[src/rtl/gcd_lcm_engine.sv]
// Iterative GCD/LCM engine: subtractive GCD, restoring divide A/GCD, single-cycle multiply by B.
// Optional macro GCD_LCM_CYC_CNT_EN adds cyc_cnt_out reporting the latency of each result.
module gcd_lcm_engine #(
  parameter int DATA_W = 8,
  parameter int TAG_W  = 4,
  parameter int CNT_W  = 16
) (
  input  logic                clk,
  input  logic                rst,
  input  logic [DATA_W-1:0]   a_in,
  input  logic [DATA_W-1:0]   b_in,
  input  logic                mode_in,
  input  logic [TAG_W-1:0]    tag_in,
  input  logic                vld_in,
  output logic                rdy_in,
  output logic [DATA_W-1:0]   gcd_out,
  output logic [2*DATA_W-1:0] lcm_out,
  output logic [TAG_W-1:0]    tag_out,
  output logic                vld_out,
  input  logic                rdy_out
`ifdef GCD_LCM_CYC_CNT_EN
  ,
  output logic [CNT_W-1:0]    cyc_cnt_out
`endif
);

  // Handshake: a transfer happens on a rising edge where valid and ready are both high;
  // valid never waits for ready, and the result payload is frozen while valid && !ready.

  typedef enum logic [2:0] {S_IDLE, S_GCD, S_DIV, S_MUL, S_DONE} state_t;
  localparam int DC_W = $clog2(DATA_W + 1);

  state_t              state_q, state_d;
  logic                rdy_q, rdy_d;
  logic                vld_q, vld_d;
  logic                mode_q, mode_d;
  logic [TAG_W-1:0]    tag_q, tag_d;
  logic [DATA_W-1:0]   a_q, a_d, b_q, b_d;
  logic [DATA_W-1:0]   x_q, x_d, y_q, y_d, g_q, g_d;
  logic [DC_W-1:0]     dcnt_q, dcnt_d;
  logic [DATA_W-1:0]   gcd_o_q, gcd_o_d;
  logic [2*DATA_W-1:0] lcm_o_q, lcm_o_d;
  logic [TAG_W-1:0]    tag_o_q, tag_o_d;

  logic [DATA_W:0]     r_sh;
  logic [DATA_W-1:0]   r_sub;
  logic                r_ge;
  logic [2*DATA_W-1:0] prod;

  always_comb begin
    state_d = state_q;
    vld_d   = vld_q;
    mode_d  = mode_q;
    tag_d   = tag_q;
    a_d     = a_q;
    b_d     = b_q;
    x_d     = x_q;
    y_d     = y_q;
    g_d     = g_q;
    dcnt_d  = dcnt_q;
    gcd_o_d = gcd_o_q;
    lcm_o_d = lcm_o_q;
    tag_o_d = tag_o_q;
    // During DIV, x holds the partial remainder and y shifts dividend bits out / quotient bits in.
    r_sh  = {x_q, y_q[DATA_W-1]};
    r_ge  = r_sh[DATA_W] || (r_sh[DATA_W-1:0] >= g_q);
    r_sub = r_sh[DATA_W-1:0] - g_q;
    prod  = {{DATA_W{1'b0}}, y_q} * {{DATA_W{1'b0}}, b_q};

    unique case (state_q)
      S_IDLE: begin
        if (vld_in && rdy_q) begin
          a_d     = a_in;
          b_d     = b_in;
          mode_d  = mode_in;
          tag_d   = tag_in;
          x_d     = a_in;
          y_d     = b_in;
          state_d = S_GCD;
        end
      end
      S_GCD: begin
        // A zero operand is caught on the first GCD cycle so it still takes one edge.
        if (x_q == '0 || y_q == '0) begin
          gcd_o_d = x_q | y_q;
          lcm_o_d = '0;
          tag_o_d = tag_q;
          vld_d   = 1'b1;
          state_d = S_DONE;
        end else if (x_q == y_q) begin
          g_d = x_q;
          if (mode_q) begin
            x_d     = '0;
            y_d     = a_q;
            dcnt_d  = '0;
            state_d = S_DIV;
          end else begin
            gcd_o_d = x_q;
            lcm_o_d = '0;
            tag_o_d = tag_q;
            vld_d   = 1'b1;
            state_d = S_DONE;
          end
        end else if (x_q > y_q) begin
          x_d = x_q - y_q;
        end else begin
          y_d = y_q - x_q;
        end
      end
      S_DIV: begin
        x_d    = r_ge ? r_sub : r_sh[DATA_W-1:0];
        y_d    = {y_q[DATA_W-2:0], r_ge};
        dcnt_d = dcnt_q + DC_W'(1);
        if (dcnt_q == DC_W'(DATA_W - 1)) state_d = S_MUL;
      end
      S_MUL: begin
        gcd_o_d = g_q;
        lcm_o_d = prod;
        tag_o_d = tag_q;
        vld_d   = 1'b1;
        state_d = S_DONE;
      end
      S_DONE: begin
        if (rdy_out) begin
          vld_d   = 1'b0;
          state_d = S_IDLE;
        end
      end
      default: state_d = S_IDLE;
    endcase
    // Registered so ready stays low through reset and rises one edge after release.
    rdy_d = (state_d == S_IDLE);
  end

  always_ff @(posedge clk or posedge rst) begin
    if (rst) begin
      state_q <= S_IDLE;
      rdy_q   <= 1'b0;
      vld_q   <= 1'b0;
      mode_q  <= 1'b0;
      tag_q   <= '0;
      a_q     <= '0;
      b_q     <= '0;
      x_q     <= '0;
      y_q     <= '0;
      g_q     <= '0;
      dcnt_q  <= '0;
      gcd_o_q <= '0;
      lcm_o_q <= '0;
      tag_o_q <= '0;
    end else begin
      state_q <= state_d;
      rdy_q   <= rdy_d;
      vld_q   <= vld_d;
      mode_q  <= mode_d;
      tag_q   <= tag_d;
      a_q     <= a_d;
      b_q     <= b_d;
      x_q     <= x_d;
      y_q     <= y_d;
      g_q     <= g_d;
      dcnt_q  <= dcnt_d;
      gcd_o_q <= gcd_o_d;
      lcm_o_q <= lcm_o_d;
      tag_o_q <= tag_o_d;
    end
  end

  assign rdy_in  = rdy_q;
  assign vld_out = vld_q;
  assign gcd_out = gcd_o_q;
  assign lcm_out = lcm_o_q;
  assign tag_out = tag_o_q;

`ifdef GCD_LCM_CYC_CNT_EN
  logic [CNT_W-1:0] cnt_q, cnt_d, cyc_q, cyc_d, cnt_inc;

  always_comb begin
    cnt_inc = (cnt_q == '1) ? cnt_q : cnt_q + CNT_W'(1);
    cnt_d   = cnt_q;
    cyc_d   = cyc_q;
    if (state_q == S_IDLE) begin
      if (vld_in && rdy_q) cnt_d = '0;
    end else if (state_q != S_DONE) begin
      cnt_d = cnt_inc;
      if (state_d == S_DONE) cyc_d = cnt_inc;
    end
  end

  always_ff @(posedge clk or posedge rst) begin
    if (rst) begin
      cnt_q <= '0;
      cyc_q <= '0;
    end else begin
      cnt_q <= cnt_d;
      cyc_q <= cyc_d;
    end
  end

  assign cyc_cnt_out = cyc_q;
`else
  // CNT_W only sizes the optional cycle counter.
  if (CNT_W < 1) begin : g_cnt_w_unused
  end
`endif

endmodule

[config.mk]
export PLATFORM = sky130hd
export DESIGN_NAME = gcd_lcm_engine
export DESIGN_NICKNAME = d
export VERILOG_FILES = /design/src/rtl/gcd_lcm_engine.sv
export SDC_FILE = /design/constraint.sdc
export NUM_CORES = 1
export LEC_CHECK = 0
export BUFFER_PORTS_ARGS = -buffer_cell sky130_fd_sc_hd__buf_2
export CAP_MARGIN = 30
export CELL_PAD_IN_SITES_DETAIL_PLACEMENT = 0
export CELL_PAD_IN_SITES_GLOBAL_PLACEMENT = 1
export CORE_MARGIN = 2
export CORE_UTILIZATION = 43
export DETAILED_ROUTE_END_ITERATION = 8
export GPL_TIMING_DRIVEN = 1
export HOLD_SLACK_MARGIN = 0.02
export PLACE_DENSITY_LB_ADDON = 0.3
export SYNTH_ARGS = -nofsm -noshare
export SYNTH_HDL_FRONTEND = slang
export SYNTH_SLANG_ARGS = --single-unit
[constraint.sdc]
create_clock -name clk -period 4.2 [get_ports clk]
set_clock_uncertainty 0.2 [all_clocks]
set_input_delay 0.63 -clock clk [delete_from_list [all_inputs] [get_ports clk]]
set_output_delay 0.63 -clock clk [all_outputs]
set_load 0.02 [all_outputs]
Yosys cells after proc, flatten, opt, wreduce, memory -nomap -nowiden
Index checks and enable logic that the tools add are counted.
- bits in registers: 82
- input port bits: 25
- output and inout bits: 30
- logic and storage cells: 98
- $add $sub $neg: 4
- $mul: 1
- order comparisons: 2
- eq/ne operators: 16
- mux-type cells: 41
- bitwise operators: 2
- reduce and logical (&&, ||, !) cells: 18
- operators by type and width (cell ; number):
    2-to-1 mux 8 bit ; 14
    2-to-1 mux 16 bit ; 3
    case mux 8 bit (3 select lines) ; 2
    case mux 16 bit (2 select lines) ; 1
    2-to-1 mux 4 bit ; 6
    subtractor 8 bit ; 3
    2-to-1 mux 3 bit ; 6
    zero test 8 bit ; 2
    multiplier 8 x 8 -> 16 bit ; 1
    case mux 4 bit (2 select lines) ; 2
    case mux 8 bit (2 select lines) ; 1
    inequality test 3 bit, second input constant ; 5
    case mux 3 bit (5 select lines) ; 1
    inequality test 2 bit, second input constant ; 5
    AND reduction 5 bit ; 2
    == test 8 bit ; 1
    >= comparator 8 bit ; 1
    greater-than comparator 8 bit ; 1
    OR 8 bit ; 1
    AND reduction 4 bit ; 2
    == test 3 x 2 -> 1 bit, second input constant ; 2
    zero test 3 bit ; 2
    AND reduction 3 bit ; 2
    nonzero test 3 bit ; 2
    other kinds (11) ; 16

Longest topological paths before layout
- word-level depth: 5
- mapped depth: 17
- depth with buffers taken out: 16

Least setup slack after synthesis
No wires, ideal clock.
- path type: register to register
- start point: register y_q[0]
- end point: register lcm_o_q[15], in the netlist lcm_out[15]
- setup time: 133 ps
- arrival: 4066 ps
- data required time: 3867 ps
- path slack: -200 ps
- cell stages (with the launch flop): 17
- cells stage by stage: dfrtp_1 > clkbuf_1 > nand2_1 > fa_1 > fa_1 > inv_1 > fa_1 > inv_1 > fa_1 > inv_1 > ha_1 > nand2_1 > o21ai_0 > o21ai_0 > o21ai_0 > xnor2_1 > o21ai_0
- cells in the longest elaborated chain, start to end: 4
- RTL lines (item ; RTL line ; RTL):
    start, declared ; 39 ; logic [DATA_W-1:0] x_q, x_d, y_q, y_d, g_q, g_d;
    start signal, assigned ; 160 ; y_q <= y_d;
    parallel branches: the longest is 4 deep, another holds multiplier 8 x 8 -> 16 bit ; - ;
    end signal, assigned ; 164 ; lcm_o_q <= lcm_o_d;
    end, declared ; 42 ; logic [2*DATA_W-1:0] lcm_o_q, lcm_o_d;
Several ways; the timed one is not identified.
A chain may end at the register's enable or synchronous reset.

Final worst setup path
- start point: register b_q[2]
- end point: register lcm_o_q[9], in the netlist lcm_out[9]
- cells in the longest elaborated chain, start to end: 2
- RTL lines (item ; RTL line ; RTL):
    start, declared ; 38 ; logic [DATA_W-1:0] a_q, a_d, b_q, b_d;
    start signal, assigned ; 143 ; b_q <= '0;
    start signal, assigned ; 158 ; b_q <= b_d;
    multiplier 8 x 8 -> 16 bit ; 68 ; prod = {{DATA_W{1'b0}}, y_q} * {{DATA_W{1'b0}}, b_q};
    case mux 16 bit (2 select lines) ; 70 ; unique case (state_q)
No other way between the ends.

==> impl.org <==
** Floorplan
- The region available for standard cell placement spans around 0.016 mm^2.
- Initial Utilization :: 0.435
- The floorplan step set the die width to 133 um.
- Die Height :: between 100 and 150 um
- Num ports :: 55
- Die Area :: between 0.015 and 0.02 mm^2
- Placement Rows :: between 40 and 50

** Place
- Weighted congestion reported at the end of routability-driven placement :: 0.894
- The HPWL after detailed placement is 14700 um.
- Port Buffer Count :: 54

** Synth
- Sequential cell area fraction in the yosys report :: 0.288
- Counting flops with an async set or reset pin after synthesis yields a share of 1.00.
- When the netlist entered floorplanning its net count stood at roughly 940.
- Summed instance area of the synthesized netlist :: 0.00714 mm^2
- Main synth FF type :: sky130_fd_sc_hd__dfrtp_1
- After synthesis the netlist holds a flip-flop and latch count of 82.
- The cell count after synthesis came out at 809.
- In this run, synthesis inferred 0 flip-flops with an integrated enable.
- Post-synth cell types :: 71
- A synthesized cell averages between 8 and 9 um^2.
- YS warnings :: 0

** STA
- Tightest slew margin relative to the limit :: 0.333
- The number of pins exceeding their max-slew limit in the final report is 0.
- For the finished layout, the period the worst path requires is approximately 4.2 ns.
- Setup repair after global routing could not meet its margin everywhere.
- At the pin with the least slew margin, the transition time is 1.00 ns.
- Static timing analysis puts the maximum clock frequency at approximately 0.24 GHz.
- The count of final hold-check violations came to 0.
- Period utilization :: 0.992
- Number of setup violations in the final report :: 0

** Clock tree
- The tree is rooted in a sky130_fd_sc_hd__clkbuf_16.
- The number of clock buffers added by TritonCTS is 9.
- CTS max path bufs :: 2
- Level count of the clock H-tree :: 3
- TritonCTS clock tree :: built
- For this design, the sink count on the clock tree is 82.
- At the later pin of the worst-skew pair, clock insertion delay measures ~0.36 ns.
- Clock transition at the register clock pins on the worst setup and hold paths after CTS :: approximately 0.070 ns

** Critical path
- Cell-by-cell trace of the critical path :: buf_4 -> and2_1 -> fa_2 -> fa_1 -> fa_1 -> inv_2 -> fa_1 -> inv_2 -> ha_4 -> nand2_1 -> o21ai_4 -> buf_4 -> o21a_1 -> nor2_1 -> xor2_1 -> o21ai_1
- Element type at the critical path end :: register
- For this design, the slowest cell found on the critical path is sky130_fd_sc_hd__fa_1.
- Crit-path max FO :: 5
- At the worst endpoint, the required time is ~4.2 ns.
- On the worst path, the slowest cell contributes a delay of between 0.5 and 0.6 ns.
- Classification of the worst setup path :: register to register
- WP data arrival :: roughly 4.2 ns
- Crit path launch type :: register
- Crit-path most repeated cell :: sky130_fd_sc_hd__fa_1

** Routing
- Vias :: between 5000 and 6000
- Using the TritonRoute via totals, the vias-per-cell ratio works out to about 5.4.
- Overall routed net length :: between 15000 and 20000 um
- After detailed routing, the number of remaining DRC violations is 0.
- Initial drt markers :: around 400
- The first detailed-routing pass ran for 5 iterations.
- In this run the remaining antenna-violating nets after routing total 0.
- In the final routed layout, each cell accounts on average for around 17 um.

** Layout
- Leading cell type in the layout, fill and taps excluded :: sky130_fd_sc_hd__nand2_1
- Share of the core filled with cells :: 0.517
- Most frequent cells in the layout :: sky130_fd_sc_hd__nand2_1 (143), sky130_fd_sc_hd__inv_1 (83), sky130_fd_sc_hd__dfrtp_1 (72)
- Antenna diode count :: 0
- Of the cells placed in the final design, the portion with a size suffix greater than 1 is 0.222.
- Area added between synthesis and finish :: 18.8%
- NumNets Final :: approximately 1000

** Hold path
- The path class of the tightest hold or removal check is input pin to asynchronous set/reset pin.

** Global routing
- Final global-route overflow total :: 0
- First-pass GRT wire length :: approximately 31000 um
- Antenna violations before repair :: 0
- The number of global-route vias before repair came to around 6100.
- Largest net degree at the start of global routing :: 32
- Total routing resource utilization after global routing :: 0.223

** Run
- Max-cap violations in this run came to 0.

** Outcome
- Status :: finished, final reports clean
## cell type report
cell class,instances,area [um^2]
inverters,87,328
repair buffers,111,718
clock buffers,9,225
multi-input cells,603,4810
fillers,1557,7930
clock inverters,7,60.1
flip-flops and latches,82,2060
well taps,220,275
## worst max-delay path: cells and delay by family (launching register included)
family / cells / cell delay (ns)
xor gates and xnor gates: 1 / 0.15
DFF: 1 / 0.45
adders and majority gates: 5 / 2.15
buffers and inverters: 4 / 0.37
and+or+nand+nor: 3 / 0.39
AOI/OAI and AO/OA: 3 / 0.31
## metal layers
| layer | wire length (um) | GRT usage | part of all wire | vias to the layer above |
|---|---|---|---|---|
| li1 | - | - | - | 2889 |
| met1 | 9190 | 0.327 | 0.49 | 2948 |
| met2 | 8450 | 0.345 | 0.45 | 141 |
| met3 | 922 | 0.0383 | 0.049 | 18 |
| met4 | 249 | 0.0544 | 0.013 | 0 |
| met5 | 0 | 0 | 0 | - |
## through the flow
stage | TNS [ns] | cell area [um^2] | cells | hold slack (ns) | setup slack, ns
floorplan | 0 | 7180 | 809 | 0.238 | 0.0318
global placement | -0.360 | 7850 | 1087 | 0.250 | -0.0873
detailed placement | -0.779 | 7870 | 1088 | 0.258 | -0.184
CTS | -0.00696 | 8260 | 1111 | 0.0893 | -0.00597
global route | -0.571 | 8480 | 1119 | 0.118 | -0.123
finish | 0 | 8480 | 1119 | 0.0858 | 0.0346
## synthesized netlist by cell type, drive strengths merged, types with 11 or more instances
master  instances  area, um^2
nor2           32         135
clkbuf         22        82.6
buf            15         101
fa             39         781
nand2         149         562
a21oi          20         108
o21ai          55         287
ha             68         851
dfrtp          82        2050
xnor2          18         158
nand3          14        75.1
mux2i          11         110
inv            87         327
and2           53         332
## path summary, 6_finish.rpt
| kind | startpoint | to | depth (start not counted) | slack (ns) |
|---|---|---|---|---|
| max | b_q[2]$_DFFE_PP0P_ | lcm_out[9]$_DFFE_PP0P_ | 16 | 0.03 |
| min | rst | gcd_out[4]$_DFFE_PP0P_ | 2 | 0.09 |
| max reg2reg | b_q[2]$_DFFE_PP0P_ | lcm_out[9]$_DFFE_PP0P_ | 16 | 0.03 |
| min reg2reg | tag_q[1]$_DFFE_PP0P_ | tag_q[1]$_DFFE_PP0P_ | 2 | 0.27 |
| max in group asynchronous | rst | b_q[6]$_DFFE_PP0P_ | 4 | 2.73 |
| min in group clk | tag_in[1] | tag_q[1]$_DFFE_PP0P_ | 3 | 0.27 |
## flip-flops by register name, summed over array words and instances (netlist names)
| name | cells |
|---|---|
| lcm_out | 16 |
| gcd_out | 8 |
| tag_q | 4 |
| y_q | 8 |
| tag_out | 4 |
| vld_out | 1 |
| a_q | 8 |
| b_q | 8 |
| g_q | 8 |
| mode_q | 1 |
| x_q | 8 |
| rdy_in | 1 |
| dcnt_q | 4 |
| state_q | 3 |
## kinds of logic (layout without fill, tap and decap cells)
group           count (synthesis)  count (layout)  share of synthesized area
xor+xnor                       24              24                     0.0295
fa+ha+maj                     107             107                      0.229
flops                          82              82                      0.288
mux                            16              16                     0.0233
simple gates                  297             297                      0.202
compound gates                159             159                      0.157
buf+inv                       124             214                     0.0715
## timing repair
item | in CTS | in global routing
resized for setup | 21 | 37
hold buffers | 0 | 0
pin swaps | 16 | 36
endpoints found under the hold margin | 0 | 0
setup endpoints to repair | 7 | 8
setup buffers | 7 | 8
Power is not shown: default switching activity piles up to over one toggle a cycle in this logic, so the estimate is an artifact.
